## src/rtl/ex_muldiv.sv

```systemverilog
// rtl/ex_muldiv.sv - iterative RV32M multiply/divide unit for the EX stage
module ex_muldiv #(
  parameter int DATA_WIDTH = 32
) (
  input  logic                  clk_i,
  input  logic                  rst_n_i,
  input  logic                  start_i,
  input  logic [2:0]            funct3_i,
  input  logic [DATA_WIDTH-1:0] op1_i,
  input  logic [DATA_WIDTH-1:0] op2_i,
  input  logic                  hold_i,
  input  logic                  flush_i,
  output logic [DATA_WIDTH-1:0] result_o,
  output logic                  done_o,
  output logic                  busy_o,
  output logic                  stall_req_o
);
  localparam int W  = DATA_WIDTH;
  localparam int CW = $clog2(W);
  localparam logic [CW-1:0]  CNT_LAST = CW'(W - 1);
  localparam logic [CW-1:0]  CNT_ONE  = {{(CW-1){1'b0}}, 1'b1};
  localparam logic [W-1:0]   ONE      = {{(W-1){1'b0}}, 1'b1};
  localparam logic [2*W-1:0] ONE2     = {{(2*W-1){1'b0}}, 1'b1};
  localparam logic [W-1:0]   MIN      = {1'b1, {(W-1){1'b0}}};

  localparam logic [2:0] F_MUL    = 3'd0;
  localparam logic [2:0] F_MULH   = 3'd1;
  localparam logic [2:0] F_MULHSU = 3'd2;
  localparam logic [2:0] F_DIV    = 3'd4;
  localparam logic [2:0] F_DIVU   = 3'd5;
  localparam logic [2:0] F_REM    = 3'd6;
  localparam logic [2:0] F_REMU   = 3'd7;

  typedef enum logic [1:0] {IDLE, CALC, FIX, DONE} state_t;

  state_t          state, state_nxt;
  logic [2:0]      f3_q;
  logic            neg_q;
  logic [CW-1:0]   cnt;
  logic [2*W-1:0]  acc;
  logic [2*W-1:0]  opa;
  logic [W-1:0]    opb;

  logic            s1, s2;
  logic [W-1:0]    abs1, abs2;
  logic            div_zero, div_ovf, special;
  logic [W-1:0]    special_res;
  logic            start_ok;

  logic [W:0]      trial;
  logic [2*W-1:0]  div_next, mul_next, prod;
  logic [W-1:0]    quo, rem, fix_res;

  // Operand decode: magnitudes, result signs and the early-exit divide cases
  always_comb begin
    s1 = 1'b0;
    s2 = 1'b0;
    case (funct3_i)
      F_MULH, F_DIV, F_REM: begin
        s1 = op1_i[W-1];
        s2 = op2_i[W-1];
      end
      F_MULHSU: s1 = op1_i[W-1];
      default: ;
    endcase
    abs1 = s1 ? ~op1_i + ONE : op1_i;
    abs2 = s2 ? ~op2_i + ONE : op2_i;
    div_zero = funct3_i[2] && (op2_i == '0);
    div_ovf  = ((funct3_i == F_DIV) || (funct3_i == F_REM)) && (op1_i == MIN) && (&op2_i);
    special  = div_zero | div_ovf;
    if (div_zero) special_res = funct3_i[1] ? op1_i : '1;
    else          special_res = funct3_i[1] ? '0 : MIN;
    start_ok = start_i & ~flush_i;
  end

  // Divide keeps remainder in acc's high half and the quotient grows in the low half;
  // trial is one bit wider so the shifted-out remainder MSB is never lost.
  always_comb begin
    trial = acc[2*W-1:W-1] - {1'b0, opb};
    if (trial[W]) div_next = {acc[2*W-2:0], 1'b0};
    else          div_next = {trial[W-1:0], acc[W-2:0], 1'b1};
    mul_next = acc + (opb[0] ? opa : '0);
    prod = neg_q ? ~acc + ONE2 : acc;
    quo  = neg_q ? ~acc[W-1:0] + ONE : acc[W-1:0];
    rem  = neg_q ? ~acc[2*W-1:W] + ONE : acc[2*W-1:W];
    case (f3_q)
      F_MUL:         fix_res = prod[W-1:0];
      F_DIV, F_DIVU: fix_res = quo;
      F_REM, F_REMU: fix_res = rem;
      default:       fix_res = prod[2*W-1:W];
    endcase
  end

  always_ff @(posedge clk_i or negedge rst_n_i) begin
    if (!rst_n_i) state <= IDLE;
    else          state <= state_nxt;
  end

  always_comb begin
    state_nxt   = state;
    done_o      = (state == DONE);
    busy_o      = (state != IDLE);
    stall_req_o = (state == CALC) || (state == FIX) || ((state == IDLE) && start_ok);
    if (flush_i) begin
      state_nxt = IDLE;
    end else begin
      case (state)
        IDLE:    if (start_i) state_nxt = special ? DONE : CALC;
        CALC:    if (cnt == CNT_LAST) state_nxt = FIX;
        FIX:     state_nxt = DONE;
        DONE:    if (!hold_i) state_nxt = IDLE;
        default: state_nxt = IDLE;
      endcase
    end
  end

  always_ff @(posedge clk_i or negedge rst_n_i) begin
    if (!rst_n_i) begin
      f3_q     <= '0;
      neg_q    <= 1'b0;
      cnt      <= '0;
      acc      <= '0;
      opa      <= '0;
      opb      <= '0;
      result_o <= '0;
    end else begin
      case (state)
        IDLE: if (start_ok) begin
          f3_q  <= funct3_i;
          neg_q <= (funct3_i == F_REM) ? s1 : (s1 ^ s2);
          cnt   <= '0;
          opb   <= abs2;
          if (funct3_i[2]) begin
            acc <= {{W{1'b0}}, abs1};
            opa <= '0;
          end else begin
            acc <= '0;
            opa <= {{W{1'b0}}, abs1};
          end
          if (special) result_o <= special_res;
        end
        CALC: begin
          cnt <= cnt + CNT_ONE;
          if (f3_q[2]) begin
            acc <= div_next;
          end else begin
            acc <= mul_next;
            opa <= {opa[2*W-2:0], 1'b0};
            opb <= {1'b0, opb[W-1:1]};
          end
        end
        FIX: if (!flush_i) result_o <= fix_res;
        default: ;
      endcase
    end
  end

endmodule
```

## config.mk

```make
export PLATFORM = sky130hd
export DESIGN_NAME = ex_muldiv
export DESIGN_NICKNAME = d
export VERILOG_FILES = /design/src/rtl/ex_muldiv.sv
export SDC_FILE = /design/constraint.sdc
export NUM_CORES = 1
export LEC_CHECK = 0
export CORE_ASPECT_RATIO = 1.2
export CORE_MARGIN = 4
export CORE_UTILIZATION = 30
export CTS_BUF_LIST = sky130_fd_sc_hd__clkbuf_8
export DETAILED_ROUTE_END_ITERATION = 8
export DONT_BUFFER_PORTS = 1
export PLACE_DENSITY = 0.48
export REMOVE_ABC_BUFFERS = 1
export SYNTH_ARGS = -nofsm -noshare
export SYNTH_HDL_FRONTEND = slang
export SYNTH_SLANG_ARGS = --single-unit
export TNS_END_PERCENT = 5
```

## constraint.sdc

```tcl
create_clock -name clk_i -period 5.15 [get_ports clk_i]
set_clock_uncertainty 0.05 [all_clocks]
set_input_delay 1.545 -clock clk_i [delete_from_list [all_inputs] [get_ports clk_i]]
set_output_delay 1.545 -clock clk_i [all_outputs]
set_load 0.01 [all_outputs]
```

; ---- Yosys cells after proc, flatten, opt, wreduce, memory -nomap -nowiden
; Cells that the tools add are included.
[classes]
addsub = 8
n_eq_ne = 20
muxes = 37
n_bitwise = 9
n_reduce_logical = 23
[ops]
columns = cell, n
row1 = $mux 32, 14
row2 = $mux 64, 7
row3 = $pmux 64 s2, 2
row4 = $add 32x1->32 const B, 4
row5 = $not 32->32, 4
row6 = $pmux 32 s2, 2
row7 = $pmux 32 s3, 1
row8 = $add 64x1->64 const B, 1
row9 = $add 64x64->64, 1
row10 = $not 64->64, 1
row11 = $sub 33x32->33, 1
row12 = $eq 32x32->1 const B, 1
row13 = $logic_not 32->1, 1
row14 = $reduce_and 32->1, 1
row15 = $eq 3x3->1 const B, 6
row16 = $mux 2, 5
row17 = $pmux 5 s2, 1
row18 = $ne 2x2->1 const B, 4
row19 = $pmux 2 s4, 1
row20 = $ne 3x3->1 const B, 2
row21 = $reduce_and 3->1, 2
row22 = $reduce_bool 2->1, 3
row23 = $add 5x1->5 const B, 1
row24 = $eq 5x5->1 const B, 1
row25 = other kinds (20), 30
[word_totals]
ff_bits = 203
inputBits = 72

; ---- Logic depth before layout (Yosys ltp)
; Gate-level depths: netlist of the first run.
[depth]
word_depth = 9
ltp_mapped = 16
depth_no_buf = 15

; ---- Worst setup path after synthesis of the first run
; Ideal clock, no wire load.
[synth_timing]
kind = input port to flip-flop
start = in op2_i[0]
end = reg result_o[30]
setup_time_ps = 124
arrival_ps = 4213
setup_slack_ps = 763
path_stages = 14
n_path_buf = 2
cell_sequence = inv_1 -> ha_1 -> nand2_1 -> or4_4 -> or4_4 -> nand2b_4 -> nor2_8 -> nand3_4 -> and3_1 -> or3_1 -> buf_6 -> buf_6 -> nor3_1 -> a21oi_1
[synth_via]
elab_chain_cells = 6
elab_cells_between_ends = 11
[synth_lines]
columns = item, line_no
row1 = from (decl), 10  ; input logic [DATA_WIDTH-1:0] op2_i,
row2 = $logic_not 32->1, 68  ; div_zero = funct3_i[2] && (op2_i == '0);
row3 = $logic_and 1x1->1, 68
row4 = $mux 32, 71  ; if (div_zero) special_res = funct3_i[1] ? op1_i : '1;
row5 = $mux 32, 140  ; if (special) result_o <= special_res;
row6 = $mux 32, 128  ; IDLE: if (start_ok) begin
row7 = $pmux 32 s2, 127  ; case (state)
row8 = to (signal assigned), 140
row9 = to (signal assigned), 152  ; FIX: if (!flush_i) result_o <= fix_res;
row10 = to (decl), 13  ; output logic [DATA_WIDTH-1:0] result_o,
; Several ways; a longest one is shown, not always the timed one. The select of a mux whose other input is x is not followed.
; A chain may end at the register's enable or synchronous reset.

; ---- Final worst setup path of the first run
[layout_timing]
start = reg opb[0]
end = reg acc[51]
[layout_via]
elab_chain_cells = 4
elab_cells_between_ends = 6
[layout_lines]
columns = item, line_no
row1 = from (decl), 42  ; logic [W-1:0] opb;
row2 = from (signal assigned), 132  ; opb <= abs2;
row3 = from (signal assigned), 149  ; opb <= {1'b0, opb[W-1:1]};
row4 = $mux 64 / $sub 33x32->33 (equally long branches), "82, 79"
row5 = $add 64x64->64 / $mux 64 (equally long branches), "82, 80"
row6 = $mux 64 (*), 144  ; if (f3_q[2]) begin
row7 = $pmux 64 s2 (*), 127
row8 = to (signal assigned), 134  ; acc <= {{W{1'b0}}, abs1};
row9 = to (signal assigned), 145  ; acc <= div_next;
row10 = to (signal assigned), 147  ; acc <= mul_next;
row11 = to (decl), 40  ; logic [2*W-1:0] acc;
; Every way passes the cells marked *; elsewhere a longest branch is shown, timed or not.

==> metrics.csv, run 1 <==
metric;value;unit
vias per inst;5.72;
Tcrit/Tclk final;90.1;%
TritonCTS Buffers;42;
CTS H-tree depth;2;
DR WL met2;36700;microns
WL/cell;22.5;microns
M1 WL;30500;microns
Crit path required time;5.63;ns
I/O pins;107;
Fin. Hold Viols;0;
multi-input logic area;13000;sq um
Post-synth top flop;dfrtp_1;
core region area;62300;sq um
1st-iter DRT viols;1529;
cell area after synthesis;18900;sq um
Clock Power Share;15.7;%
fin crit period;4.64;ns
Congestion Overflow GR;0;
Pins Over Slew Limit;0;
Die Y;283;microns
nets;2632;
kind of critical path;flip-flop to flip-flop;
Seq cells post-synth;203;
Initial DRT Pass Iterations;6;
HP Class;flip-flop to flip-flop;
crit path DAT;5.11;ns
Crit Path Max Fanout;31;
hold slack;0.421;ns
PostCTS Resize Cnt;0;
Initial Util;30.4;%
clock root buffer;clkbuf_8;
clk slew on worst S/H paths;0.06;ns
filler cell count;6715;
Combinational Power Share;59.0;%
Inst Count DP;3224;
hold_buf cts;0;
Slew HR;15.2;%
DIE AREA;67200;sq um
synthesized netlist cell count;2485;
# rows;100;
switching part of the total;51.7;%
unrepaired setup endpoints after global routing;false;
Post-Layout Cell Count;3300;
DP HPWL;55200;microns
VDD IR-drop max;0.340;mV
Fmax;216;MHz
CTS tree;done;
Syn Area/Cell;7.61;sq um
post-synthesis cell type count;78;
worst slew pin tran;1.24;ns
ys async rst share;100;%
number of max-cap violations;0;
total number of vias;18900;
Skew-Pair Late Insertion Delay;0.63;ns
Reg area;5080;sq um
number of synthesized flops with an enable pin;0;
Warnings, synthesis;0;
sequential share of the synthesized area;26.8;%
final setup violating endpoints;0;
Sw Pwr;0.00614;W
Crit. End Element;flip-flop;
CTS Sinks;203;
first-pass GRT wire length;112000;microns
internal power;0.00574;W
vias in the first global route;18500;
detailed-route DRC error count;0;
DRT Wirelength;74100;microns
routability cong.;0.983;
Total GRT Usage;21.1;%
Highest Signal Layer;met4;
largest net degree at the start of global routing;204;
Max clock buf depth;3;
Seq pwr share;25.2;%
layout cells sized above 1;7.33;%
PwrDens;568;nW/um^2
met3 routed WL;3830;microns
Area growth syn-to-layout;10.6;%
Port Buffers;0;
die width;237;microns
leakage power;9.01;nW
outcome;finished clean;
critical path startpoint category;flip-flop;
setup TNS;0;ns
post-CTS setup buffers;0;
antenna viol nets, final;0;
initial antenna violation count;1;
==> critical path, cell delays in order, from the launching register on <==
cell	delay, ns
dfrtp_1	0.57
buf_12	0.26
and2_1	0.17
ha_1	0.40
nand4_1	0.21
nor3_1	0.27
inv_1	0.12
a2111oi_0	1.07
or3_1	0.31
a211o_1	0.21
a21oi_1	0.13
o31a_1	0.28
xnor2_1	0.21
mux2i_1	0.10
o31ai_1	0.19
==> path summary, 6_finish.rpt <==
kind	startpoint	to	slack [ns]	cells past startpoint
max in group asynchronous	rst_n_i	acc[57]$_DFFE_PN0P_	4.15	0
hold / removal	cnt[4]$_DFFE_PN0P_	cnt[4]$_DFFE_PN0P_	0.42	2
min in group asynchronous	rst_n_i	opa[7]$_DFFE_PN0P_	0.56	0
setup / recovery	opb[0]$_DFFE_PN0P_	acc[51]$_DFFE_PN0P_	0.51	14
setup reg to reg	opb[0]$_DFFE_PN0P_	acc[51]$_DFFE_PN0P_	0.51	14
hold reg to reg	cnt[4]$_DFFE_PN0P_	cnt[4]$_DFFE_PN0P_	0.42	2
==> cells in the final DEF (no fill, tap or decap), drive strengths merged, types with 28 or more instances in the layout <==
master,synthesis,layout
a21oi,235,235
nor3,35,35
dfrtp,203,203
and2,73,73
a21o,56,56
buf,28,75
a22oi,46,46
nand2,289,289
o31ai,30,30
a22o,33,33
xor2,104,104
or3,29,29
xnor2,103,103
inv,85,98
nand3,28,28
ha,106,106
o21ai,293,293
nand4,34,34
nor2,197,197
clkbuf,124,55
==> power groups by stage <==
stage	clock network, W	logic, W	registers (W)
2_1_floorplan	0	0.00481	0.00274
3_3_place_gp	0	0.00691	0.00301
3_5_place_dp	0	0.00695	0.00302
4_1_cts	0.00193	0.00698	0.00300
5_1_grt	0.00200	0.00774	0.00308
6_report	0.00187	0.00701	0.00300
==> cells in the mapped netlist, types with 35 or more instances <==
| cell type | instances | area, sq um |
|---|---|---|
| dfrtp_1 | 203 | 5080 |
| and2_1 | 73 | 457 |
| xor2_1 | 104 | 911 |
| nor3_1 | 35 | 175 |
| a21oi_1 | 235 | 1180 |
| nand2_1 | 289 | 1080 |
| o21ai_0 | 269 | 1350 |
| a21o_1 | 56 | 420 |
| inv_1 | 85 | 319 |
| ha_1 | 106 | 1330 |
| clkbuf_1 | 124 | 465 |
| nor2_1 | 196 | 736 |
| a22oi_1 | 46 | 345 |
| xnor2_1 | 103 | 902 |
==> logic make-up after synthesis <==
kind of cell | share of synthesized area [%]
AOI/OAI and AO/OA | 29.0
and+or+nand+nor | 20.3
buffers and inverters | 4.93
xor gates and xnor gates | 9.58
DFF | 26.8
adders and majority gates | 7.22
muxes | 2.08
==> metal layers <==
metal	GRT usage, %	up-vias
li1	-	8919
met3	3.21	140
met5	0	-
met2	37.4	566
met1	25.6	9255
met4	8.29	0
==> final cells by class <==
cell class              count  area share (%)
inverters                  86            1.54
well taps                 816            4.88
repair buffers             75            2.93
flip-flops and latches    203            24.3
clock buffers              55            3.62
diodes                      1          0.0120
clock inverters            20           0.664
multi-input cells        2044            62.1
==> stage by stage <==
step                      instance area, sq um  utilization (%)  total power (W)  setup WS (ns)
after floorplan                          18300                -          0.00754          -3.42
after global placement                   20000             32.1          0.00992          0.429
after detailed placement                 20000             32.1          0.00997          0.404
after CTS                                20900             33.6           0.0119          0.519
after global routing                     20900             33.6           0.0128          0.311
final                                    20900             33.6           0.0119          0.512
==> registers in the layout, indices dropped and copies added, names as in the netlist <==
register,flops
state,2
result_o,32
f3_q,3
opa,64
opb,32
acc,64
cnt,5
neg_q,1
Power figures use the tool's default switching activity.
==> inputs of run 2 (changes only) <==
CORE_MARGIN = 2   (was 4)
==> metrics.csv, run 2 (synthesis gave the netlist of run 1 again) <==
metric;value;unit;change
outcome;finished clean;;unchanged
final worst slack;0.503;ns;was 0.512 ns
core region area;62200;sq um;was 62300 sq um
first-pass GRT wire length;113000;microns;was 112000 microns
# rows;100;;unchanged
Initial DRT Pass Iterations;5;;was 6
Skew-Pair Late Insertion Delay;0.63;ns;about the same
Reg area;5080;sq um;unchanged
vias per inst;5.67;;was 5.72
HP Class;flip-flop to flip-flop;;unchanged
multi-input logic area;13000;sq um;unchanged
switching part of the total;51.1;%;was 51.7%
Die Y;279;microns;was 283 microns
Crit path required time;5.61;ns;was 5.63 ns
Crit path max-delay family;compound AO/OA/AOI/OAI gates;;unchanged
Port Buffers;0;;unchanged
setup TNS;0;ns;unchanged
Combinational Power Share;58.8;%;was 59.0%
detailed-route DRC error count;0;;unchanged
WL/cell;22.2;microns;was 22.5 microns
DP HPWL;54500;microns;was 55200 microns
post-CTS setup buffers;0;;unchanged
Seq pwr share;24.5;%;was 25.2%
clock root buffer;clkbuf_8;;unchanged
hold_buf cts;0;;unchanged
Fin. Hold Viols;0;;unchanged
Tcrit/Tclk final;90.2;%;was 90.1%
DIE AREA;65100;sq um;was 67200 sq um
die width;233;microns;was 237 microns
fin crit period;4.65;ns;was 4.64 ns
hold slack;0.427;ns;was 0.421 ns
filler cell count;6567;;was 6715
Critical Path, Cell by Cell;buf_12 -> and2_1 -> ha_1 -> and4_1 -> and2_1 -> nand4_1 -> nor3_1 -> a21oi_1 -> buf_4 -> nand3_1 -> a31oi_1 -> a2111oi_0 -> buf_4 -> a41o_1 -> xnor2_1 -> a221o_1;;was buf_12 -> and2_1 -> ha_1 -> nand4_1 -> nor3_1 -> inv_1 -> a2111oi_0 -> or3_1 -> a211o_1 -> a21oi_1 -> o31a_1 -> xnor2_1 -> mux2i_1 -> o31ai_1
DRT Wirelength;73200;microns;was 74100 microns
vias in the first global route;18900;;was 18500
PostCTS Resize Cnt;0;;unchanged
final setup violating endpoints;0;;unchanged
Pins Over Slew Limit;0;;unchanged
worst slew pin tran;0.903;ns;was 1.24 ns
Top Registers;acc x64, opa x64;;unchanged
total number of vias;18700;;was 18900
I/O pins;107;;unchanged
Total GRT Usage;22.3;%;was 21.1%
dpl cell area;20000;sq um;about the same
Final Instance Area;21000;sq um;was 20900 sq um
crit path DAT;5.10;ns;was 5.11 ns
CTS H-tree depth;2;;unchanged
Crit Path Max Fanout;20;;was 31
CTS tree;done;;unchanged
Largest stage delay, worst path;0.70;ns;was 1.07 ns
leakage power;9.04;nW;was 9.01 nW
routability cong.;0.923;;was 0.983
unrepaired setup endpoints after global routing;false;;unchanged
Max clock buf depth;3;;unchanged
CTS Sinks;203;;unchanged
Clock Power Share;16.7;%;was 15.7%
PwrDens;571;nW/um^2;was 568 nW/um^2
Fmax;215;MHz;was 216 MHz
layout cells sized above 1;7.53;%;was 7.33%
largest net degree at the start of global routing;204;;unchanged
antenna viol nets, final;0;;unchanged
Congestion Overflow GR;0;;unchanged
commonest non-fill, non-tap cell in the layout;nand2_1;;unchanged
Area growth syn-to-layout;10.9;%;was 10.6%
most frequent cells in the layout;288 x nand2_1, 269 x o21ai_0, 235 x a21oi_1, 201 x dfrtp_1, 194 x nor2_1;;unchanged
critical path startpoint category;flip-flop;;unchanged
buffer and inverter count on the worst path;3;;was 2
clk slew on worst S/H paths;0.06;ns;about the same
critical path's slowest cell;dfrtp_1;;was a2111oi_0
TritonCTS Buffers;42;;unchanged
number of max-cap violations;0;;unchanged
Crit. End Element;flip-flop;;unchanged
Placement Setup Slack;0.297;ns;was 0.404 ns
Sw Pwr;0.00613;W;was 0.00614 W
nets;2630;;was 2632
internal power;0.00586;W;was 0.00574 W
kind of critical path;flip-flop to flip-flop;;unchanged
1st-iter DRT viols;1267;;was 1529
VDD IR-drop max;0.201;mV;was 0.340 mV
Slew HR;39.8;%;was 15.2%
initial antenna violation count;2;;was 1
Initial Util;30.4;%;about the same
==> run 2: changes by cell type in the layout (fill, tap and decap cells not counted) <==
cell        previous run  this run
buf_4                 71        69
bufinv_16              2         4
clkbuf_8              55        56
clkinv_2               3         9
clkinvlp_4             2         0
diode_2                1         2
inv_1                 98        94
==> run 2: stage by stage <==
step / power, W / util [%] / cells
global placement: 0.00989 / 32.2 / 3222
CTS: 0.0120 / 33.7 / 3300
detailed placement: 0.00993 / 32.2 / 3222
global route: 0.0129 / 33.7 / 3301
finish: 0.0120 / 33.7 / 3302
floorplan: 0.00754 / - / 2333
==> run 2: power groups by stage <==
| stage | Sequential (W) | Clock (W) | Combinational, W |
|---|---|---|---|
| floorplan | 0.00274 | 0 | 0.00481 |
| detailed placement | 0.00295 | 0 | 0.00698 |
| global route | 0.00301 | 0.00213 | 0.00779 |
| CTS | 0.00293 | 0.00205 | 0.00701 |
| finish | 0.00294 | 0.00200 | 0.00705 |
| global placement | 0.00295 | 0 | 0.00694 |
==> run 2: tightest hold or removal path: stages (launching register included) <==
cell and delay, ns:
dfrtp_1 0.35, nand2_1 0.05, nand2_1 0.05
==> run 2: layer usage <==
metal  global-route usage (%)  up-vias  share of wire [%]
met2                     38.8      553                 49
met1                     27.0     9102                 42
met4                     9.98        0                4.6
met3                     3.03      151                4.6
met5                        0        -                  0
li1                         -     8923                  -
==> run 2: final cells by class <==
type / instances / area share [%]
well taps: 816 / 4.87
clock buffers: 56 / 3.67
multi-input cells: 2044 / 61.9
flip-flops and latches: 203 / 24.2
diodes: 2 / 0.0238
repair buffers: 73 / 2.85
clock inverters: 22 / 0.948
inverters: 86 / 1.54
==> run 2: final timing paths <==
check / start / to / slack [ns] / cells after the start
worst max-delay path: opb[0]$_DFFE_PN0P_ / acc[61]$_DFFE_PN0P_ / 0.50 / 16
worst min-delay path: cnt[4]$_DFFE_PN0P_ / cnt[4]$_DFFE_PN0P_ / 0.43 / 2
worst max register to register: opb[0]$_DFFE_PN0P_ / acc[61]$_DFFE_PN0P_ / 0.50 / 16
worst min register to register: cnt[4]$_DFFE_PN0P_ / cnt[4]$_DFFE_PN0P_ / 0.43 / 2
max in group asynchronous: rst_n_i / opa[52]$_DFFE_PN0P_ / 4.17 / 0
min in group asynchronous: rst_n_i / opa[6]$_DFFE_PN0P_ / 0.57 / 0
